$ cat src/rtl/sd_cmd_sender.sv
// SD command sender: builds the 48-bit SPI command frame, streams it through the
// byte shifter, polls for the R1 response and closes the transaction with trail bytes.
module sd_cmd_sender #(
    parameter int MAX_POLL    = 8,
    parameter int TRAIL_BYTES = 1
) (
    input  logic        sclk,
    input  logic        reset,
    input  logic        start,
    input  logic [5:0]  cmd_idx,
    input  logic [31:0] cmd_arg,
    input  logic [6:0]  cmd_crc,
    output logic        busy,
    output logic        done,
    output logic        timeout,
    output logic [7:0]  resp,
    output logic        cs_n,
    output logic [7:0]  sh_data,
    output logic        sh_start,
    input  logic        sh_done,
    input  logic [7:0]  sh_rdata
);

    localparam logic [2:0] S_IDLE       = 3'd0;
    localparam logic [2:0] S_SEND       = 3'd1;
    localparam logic [2:0] S_SEND_WAIT  = 3'd2;
    localparam logic [2:0] S_POLL       = 3'd3;
    localparam logic [2:0] S_POLL_WAIT  = 3'd4;
    localparam logic [2:0] S_TRAIL      = 3'd5;
    localparam logic [2:0] S_TRAIL_WAIT = 3'd6;
    localparam logic [2:0] S_FIN        = 3'd7;

    localparam logic [7:0] POLL_LIMIT  = 8'(MAX_POLL);
    localparam logic [7:0] TRAIL_LIMIT = 8'(TRAIL_BYTES);

    logic [2:0]  r_state;
    logic [2:0]  r_byte_cnt;
    logic [7:0]  r_poll_cnt;
    logic [7:0]  r_trail_cnt;
    logic [5:0]  r_idx;
    logic [31:0] r_arg;
    logic [6:0]  r_crc;
    logic        r_busy;
    logic        r_done;
    logic        r_timeout;
    logic [7:0]  r_resp;
    logic        r_cs_n;
    logic [7:0]  r_sh_data;
    logic        r_sh_start;

    logic [7:0]  w_frame_byte;
    logic        w_poll_last;

    // NOTE: every always_comb output gets a default first so no path can infer a latch.
    always_comb begin
        w_frame_byte = 8'hFF;
        case (r_byte_cnt)
            3'd0: w_frame_byte = {2'b01, r_idx};
            3'd1: w_frame_byte = r_arg[31:24];
            3'd2: w_frame_byte = r_arg[23:16];
            3'd3: w_frame_byte = r_arg[15:8];
            3'd4: w_frame_byte = r_arg[7:0];
            3'd5: w_frame_byte = {r_crc, 1'b1};
            default: w_frame_byte = 8'hFF;
        endcase
    end

    assign w_poll_last = ((r_poll_cnt + 8'd1) == POLL_LIMIT);

    // NOTE: state registers use non-blocking assignments so all updates land together at the edge.
    always_ff @(posedge sclk) begin
        if (reset) begin
            r_state     <= S_IDLE;
            r_byte_cnt  <= 3'd0;
            r_poll_cnt  <= 8'd0;
            r_trail_cnt <= 8'd0;
            r_idx       <= 6'd0;
            r_arg       <= 32'd0;
            r_crc       <= 7'd0;
            r_busy      <= 1'b0;
            r_done      <= 1'b0;
            r_timeout   <= 1'b0;
            r_resp      <= 8'hFF;
            r_cs_n      <= 1'b1;
            r_sh_data   <= 8'hFF;
            r_sh_start  <= 1'b0;
        end else begin
            r_sh_start <= 1'b0;
            r_done     <= 1'b0;
            case (r_state)
                S_IDLE: begin
                    if (start) begin
                        r_idx       <= cmd_idx;
                        r_arg       <= cmd_arg;
                        r_crc       <= cmd_crc;
                        r_timeout   <= 1'b0;
                        r_resp      <= 8'hFF;
                        r_busy      <= 1'b1;
                        r_cs_n      <= 1'b0;
                        r_byte_cnt  <= 3'd0;
                        r_poll_cnt  <= 8'd0;
                        r_trail_cnt <= 8'd0;
                        r_state     <= S_SEND;
                    end
                end
                S_SEND: begin
                    r_sh_data  <= w_frame_byte;
                    r_sh_start <= 1'b1;
                    r_state    <= S_SEND_WAIT;
                end
                S_SEND_WAIT: begin
                    if (sh_done) begin
                        r_byte_cnt <= r_byte_cnt + 3'd1;
                        if (r_byte_cnt == 3'd5) begin
                            r_poll_cnt <= 8'd0;
                            r_state    <= S_POLL;
                        end else begin
                            r_state <= S_SEND;
                        end
                    end
                end
                S_POLL: begin
                    r_sh_data  <= 8'hFF;
                    r_sh_start <= 1'b1;
                    r_state    <= S_POLL_WAIT;
                end
                S_POLL_WAIT: begin
                    if (sh_done) begin
                        r_poll_cnt <= r_poll_cnt + 8'd1;
                        if (!sh_rdata[7]) begin
                            r_resp  <= sh_rdata;
                            r_cs_n  <= 1'b1;
                            r_state <= S_TRAIL;
                        end else if (w_poll_last) begin
                            r_timeout <= 1'b1;
                            r_resp    <= 8'hFF;
                            r_cs_n    <= 1'b1;
                            r_state   <= S_TRAIL;
                        end else begin
                            r_state <= S_POLL;
                        end
                    end
                end
                // Trail count is checked before each byte, so zero trail bytes goes straight to FIN.
                S_TRAIL: begin
                    if (r_trail_cnt == TRAIL_LIMIT) begin
                        r_busy  <= 1'b0;
                        r_done  <= 1'b1;
                        r_state <= S_FIN;
                    end else begin
                        r_sh_data  <= 8'hFF;
                        r_sh_start <= 1'b1;
                        r_state    <= S_TRAIL_WAIT;
                    end
                end
                S_TRAIL_WAIT: begin
                    if (sh_done) begin
                        r_trail_cnt <= r_trail_cnt + 8'd1;
                        r_state     <= S_TRAIL;
                    end
                end
                S_FIN: begin
                    r_state <= S_IDLE;
                end
                default: begin
                    r_state <= S_IDLE;
                end
            endcase
        end
    end

    assign busy     = r_busy;
    assign done     = r_done;
    assign timeout  = r_timeout;
    assign resp     = r_resp;
    assign cs_n     = r_cs_n;
    assign sh_data  = r_sh_data;
    assign sh_start = r_sh_start;

endmodule
$ cat config.mk
export PLATFORM = sky130hd
export DESIGN_NAME = sd_cmd_sender
export DESIGN_NICKNAME = d
export VERILOG_FILES = /design/src/rtl/sd_cmd_sender.sv
export SDC_FILE = /design/constraint.sdc
export NUM_CORES = 1
export LEC_CHECK = 0
export ABC_CLOCK_PERIOD_IN_PS = 2500
export BUFFER_PORTS_ARGS = -buffer_cell sky130_fd_sc_hd__buf_2
export CORE_ASPECT_RATIO = 1.5
export CORE_MARGIN = 2
export CORE_UTILIZATION = 40
export DETAILED_ROUTE_END_ITERATION = 12
export PLACE_DENSITY = 0.67
export SLEW_MARGIN = 20
export SYNTH_ARGS = -nofsm -noshare
export SYNTH_HDL_FRONTEND = slang
export SYNTH_SLANG_ARGS = --single-unit
$ cat constraint.sdc
create_clock -name sclk -period 2.5 [get_ports sclk]
set_input_delay 0.625 -clock sclk [delete_from_list [all_inputs] [get_ports sclk]]
set_output_delay 0.625 -clock sclk [all_outputs]
set_load 0.02 [all_outputs]
# After elaboration in Yosys (flattened, before gate mapping)
# Cells that the tools add are included.
# totals
register_bits	88
word_cells	102
out_inout_bits	21
in_bits	57
# op_classes
n_eq_ne	24
n_addsub	3
bitwise	1
muxes	41
n_reduce_logical	19
# op_table
operator	n
$mux W8	10
$pmux W8 S3	2
$pmux W8 S6	1
$pmux W8 S2	2
$mux W3	8
$pmux W3 S8	1
$eq A3 B3 Y1 const B	6
$ne A2 B2 Y1 const B	9
$add A8 B1 Y8 const B	2
$eq A3 B2 Y1 const B	4
$mux W1	11
$reduce_and A5 Y1	2
$reduce_and A3 Y1	3
$eq A8 B1 Y1 const B	1
$eq A8 B4 Y1 const B	1
$pmux W1 S2	4
$reduce_and A4 Y1	2
$reduce_bool A2 Y1	4
$eq A3 B1 Y1 const B	2
$logic_not A3 Y1	2
$pmux W3 S2	1
$reduce_bool A3 Y1	2
$reduce_and A2 Y1	2
$reduce_or A2 Y1	2
other kinds (4)	4

# Longest topological paths before layout
# depth
word_depth	6
mapped_depth	9
ltp_nobuf	7

# Worst setup path after synthesis
# Ideal clock, no wire load.
# synth_timing
kind	register to register
startpoint	register r_byte_cnt[2]
endpoint	register r_sh_data[6] (netlist: sh_data[6])
t_required_ns	2.380
period_less_slack_ns	2.017
path_slack_ns	0.483
n_path_buf	3
arrival_time_ns	1.897
stages_incl_launch_ff	9
cell_sequence	dfxtp_1 clkbuf_1 clkbuf_1 inv_1 ha_1 buf_1 a222oi_1 a31oi_1 a211o_1
# synth_between
elab_chain_cells	3
word_cells_on_any_way	8
cone_classes	eq/ne (5); mux (2); reduce/logical (1)
# synth_rtl
element	line	source
start: declaration	37	logic [2:0] r_byte_cnt;
start signal: assignment	113	r_byte_cnt <= r_byte_cnt + 3'd1;
$eq A3 B3 Y1 (tied with other cells)	57	case (r_byte_cnt)
$pmux W8 S6 *	57	
$pmux W8 S3 *	90	case (r_state)
end signal: assignment	107	r_sh_data <= w_frame_byte;
end: declaration	48	logic [7:0] r_sh_data;
# Mark *: on every way between the ends. The rest lies on a longest branch, timed or not.
# A chain may end at the register's enable or synchronous reset.

# Worst setup path after layout
# layout_timing
startpoint	register r_state[1]
endpoint	register r_resp[2] (netlist: resp[2])
# layout_between
elab_chain_cells	3
word_cells_on_any_way	8
cone_classes	eq/ne (4); mux (1); reduce/logical (3)
# layout_rtl
element	line	source
start: declaration	36	logic [2:0] r_state;
start signal: assignment	73	r_state <= S_IDLE;
start signal: assignment	103	r_state <= S_SEND;
start signal: assignment	109	r_state <= S_SEND_WAIT;
$eq A3 B3 Y1 or $logic_not A3 Y1 (tied branches)	90	
$ne A3 B3 Y1 (no source line) (tied with other cells)	-	
$reduce_and A4 Y1 (no source line)	-	
end signal: assignment	131	r_resp <= sh_rdata;
end: declaration	46	logic [7:0] r_resp;
# Several ways; a longest one is shown, not always the timed one.

==> flow_summary_export.csv <==
group,metric,value,unit
timing,hold_viol,0,
power,power_density,700.3,nW/um^2
global_routing,gr-total-overflow,0,
timing,hold_ws,0.4593,ns
clocking,clockBufferDepth,2,
placement,place_ws,0.2939,ns
run,cap_violations,0,
finish,nets,626,
clocking,cts_buffers,9,
drt,wl_per_cell,15.19,um
timing,fmax,0.4608,GHz
timing,period_needed,2.170,ns
global_routing,grt_max_degree,69,
drt,via_per_inst,5.553,
global_routing,antenna_found_initial,0,
finish,antenna_cells,0,
clocking,htreeDepth,3,
drt,dr.pass1.iters,7,
setup_path,startpoint_type,"flip-flop",
clocking,cts_resized,0,
yosys,syn_nets,564,
timing,tightest_slew,0.6816,ns
die,initial_core_util,41.17,%
finish,nFillCells,934,
yosys,synth-seq-cells,88,
yosys,synth_edf_count,0,
clocking,cts_tree,"built",
yosys,synth_cell_types,56,
setup_path,max_stage_delay,0.60,ns
min_path,hold_class,"flip-flop to flip-flop",
global_routing,grt_pass1_wl,17130,um
yosys,synth_ff_type,"dfxtp_1",
yosys,synth_top_area_share,44.17,%
timing,grt_setup_unrepaired,"false",
yosys,synth_area_leader_cell,"dfxtp_1",
clocking,cts-root-buf,"clkbuf_16",
drt,drc_errors,0,
drt,finalWirelength,10330,um
power,max-vdd-ir-drop,0.4125,mV
clocking,postCtsHoldBufs,0,
finish,area_delta_synth_final,18.73,%
finish,final_common_cell,"nand2_1",
yosys,postSynthCellCount,499,
clocking,clk_pin_slew,0.07,ns
global_routing,grt_usage,19.53,%
setup_path,cp.arrival,2.38,ns
setup_path,path_cells,"nor2_1, nand3_1, or4_1, a31oi_1, o21ai_0",
timing,relSlewSlack,54.18,%
placement,dp_hpwl,7426,um
setup_path,worst-path-max-fanout,14,
setup_path,path_class,"flip-flop to flip-flop",
timing,setup-tns-final,0,ns
die,coreArea,9689,um^2
yosys,avgSynthCellArea,7.994,um^2
drt,via_count,3776,
timing,setup_viol,0,
die,dieArea,10800,um^2
yosys,ys_warn_count,0,
clocking,cts_sinks,88,
yosys,synth_seq_area_share,44.17,%
die,ios,78,
die,die_y,126.3,um
yosys,ys_top_cells_by_area,"dfxtp_1 44%, nand2_1 10%, a21oi_1 8.5%",
die,fp-row-count,44,
power,p_total,3.316,mW
timing,skew,0.009650,ns
status,outcome,"complete, no violations",
yosys,async_reset_ff_share,0,%
timing,drv_slew,0,
clocking,cts_setup_buffers,0,
global_routing,first_global_vias,3685,
clocking,insertion_delay,0.35,ns
drt,drt-initial-drc-count,247,
finish,mostFrequentLayoutCells,"111 x nand2_1, 88 x dfxtp_1, 77 x buf_2",
timing,fin_ws,0.3298,ns
die,die_x,85.54,um
yosys,syn_area,3989,um^2
power,power.leakage,1.845,nW
setup_path,worstSetupEndpointType,"flip-flop",
timing,timing.final.crit_share,86.81,%
finish,drive_gt1_share,21.06,%
setup_path,crit_slowest_cell,"or4_1",
setup_path,required,2.71,ns
placement,place.gp.congestion,0.8408,
placement,numPortBuffers,77,
drt,ant_nets,0,
cell families after synthesis:
family	after synthesis	share of synthesized area [%]
AOI/OAI and AO/OA	152	24.15
xor gates and xnor gates	7	1.537
adders and majority gates	8	2.510
buffers and inverters	45	4.736
DFF	88	44.17
muxes	2	0.5332
and+or+nand+nor	197	22.37
report_power, final:
group / total [mW] / internal [mW] / switching [mW]
Sequential: 1.55 / 1.49 / 0.0605
Clock: 1.35 / 0.774 / 0.574
Combinational: 0.420 / 0.160 / 0.260
through the flow:
step,utilization (%),area (um^2),instances
after floorplan,-,3989,499
after global placement,45.84,4442,665
after detailed placement,45.84,4442,665
after CTS,48.88,4736,680
after global routing,48.88,4736,680
final,48.88,4736,680
Yosys cell counts (all sizes together), types with 2 or more instances:
cell    count
a211oi      3
or2         3
xor2        6
or3b        3
and3        3
a222oi      7
nor2       33
ha          8
a31oi      18
a211o       6
a21oi      68
nand4       4
nor3        4
nand3      10
o21ai      21
nand2     111
nor4       11
inv         8
dfxtp      88
buf        10
or4         3
o22ai       2
o31ai       2
and2        4
a22oi       6
or3         2
clkbuf     27
o211ai      4
a221oi      4
or4b        2
worst max-delay path, delay by kind of cell, from the launching register on:
family | cells | cell delay, ns
AO/OA/AOI/OAI | 2 | 0.30
flip-flops | 1 | 0.47
AND/OR/NAND/NOR | 3 | 1.26
per-layer routing:
| metal | global-route usage, % | part of all wire (%) | vias up |
|---|---|---|---|
| met5 | 0 | 0 | - |
| met4 | 5.696 | 1.2 | 0 |
| met3 | 4.099 | 4.3 | 10 |
| met2 | 36.63 | 55 | 94 |
| met1 | 21.75 | 40 | 1772 |
| li1 | - | - | 1900 |
area by class of cell:
type                            count  area, um^2  area share [%]
Multi-Input combinational cell    366        2038           43.04
Clock inverter                      6       68.82           1.453
Sequential cell                    88        1762           37.20
Timing Repair Buffer               88       467.9           9.881
Clock buffer                        9       225.2           4.756
Tap cell                          115       143.9           3.038
Inverter                            8       30.03          0.6341
state kept, by name, indices dropped and copies added, names as in the netlist, 3 cells and up:
| register | flops |
|---|---|
| r_arg | 32 |
| r_poll_cnt | 8 |
| r_trail_cnt | 8 |
| resp | 8 |
| sh_data | 8 |
| r_crc | 7 |
| r_idx | 6 |
| r_byte_cnt | 3 |
| r_state | 3 |
worst paths after layout:
kind | startpoint | end | slack, ns | cells past startpoint
max reg2reg | r_state[1] | resp[2] | 0.33 | 5
max | r_state[1] | resp[2] | 0.33 | 5
min | r_arg[13] | r_arg[13] | 0.46 | 2
min reg2reg | r_arg[13] | r_arg[13] | 0.46 | 2
(Power assumes the default switching activity.)
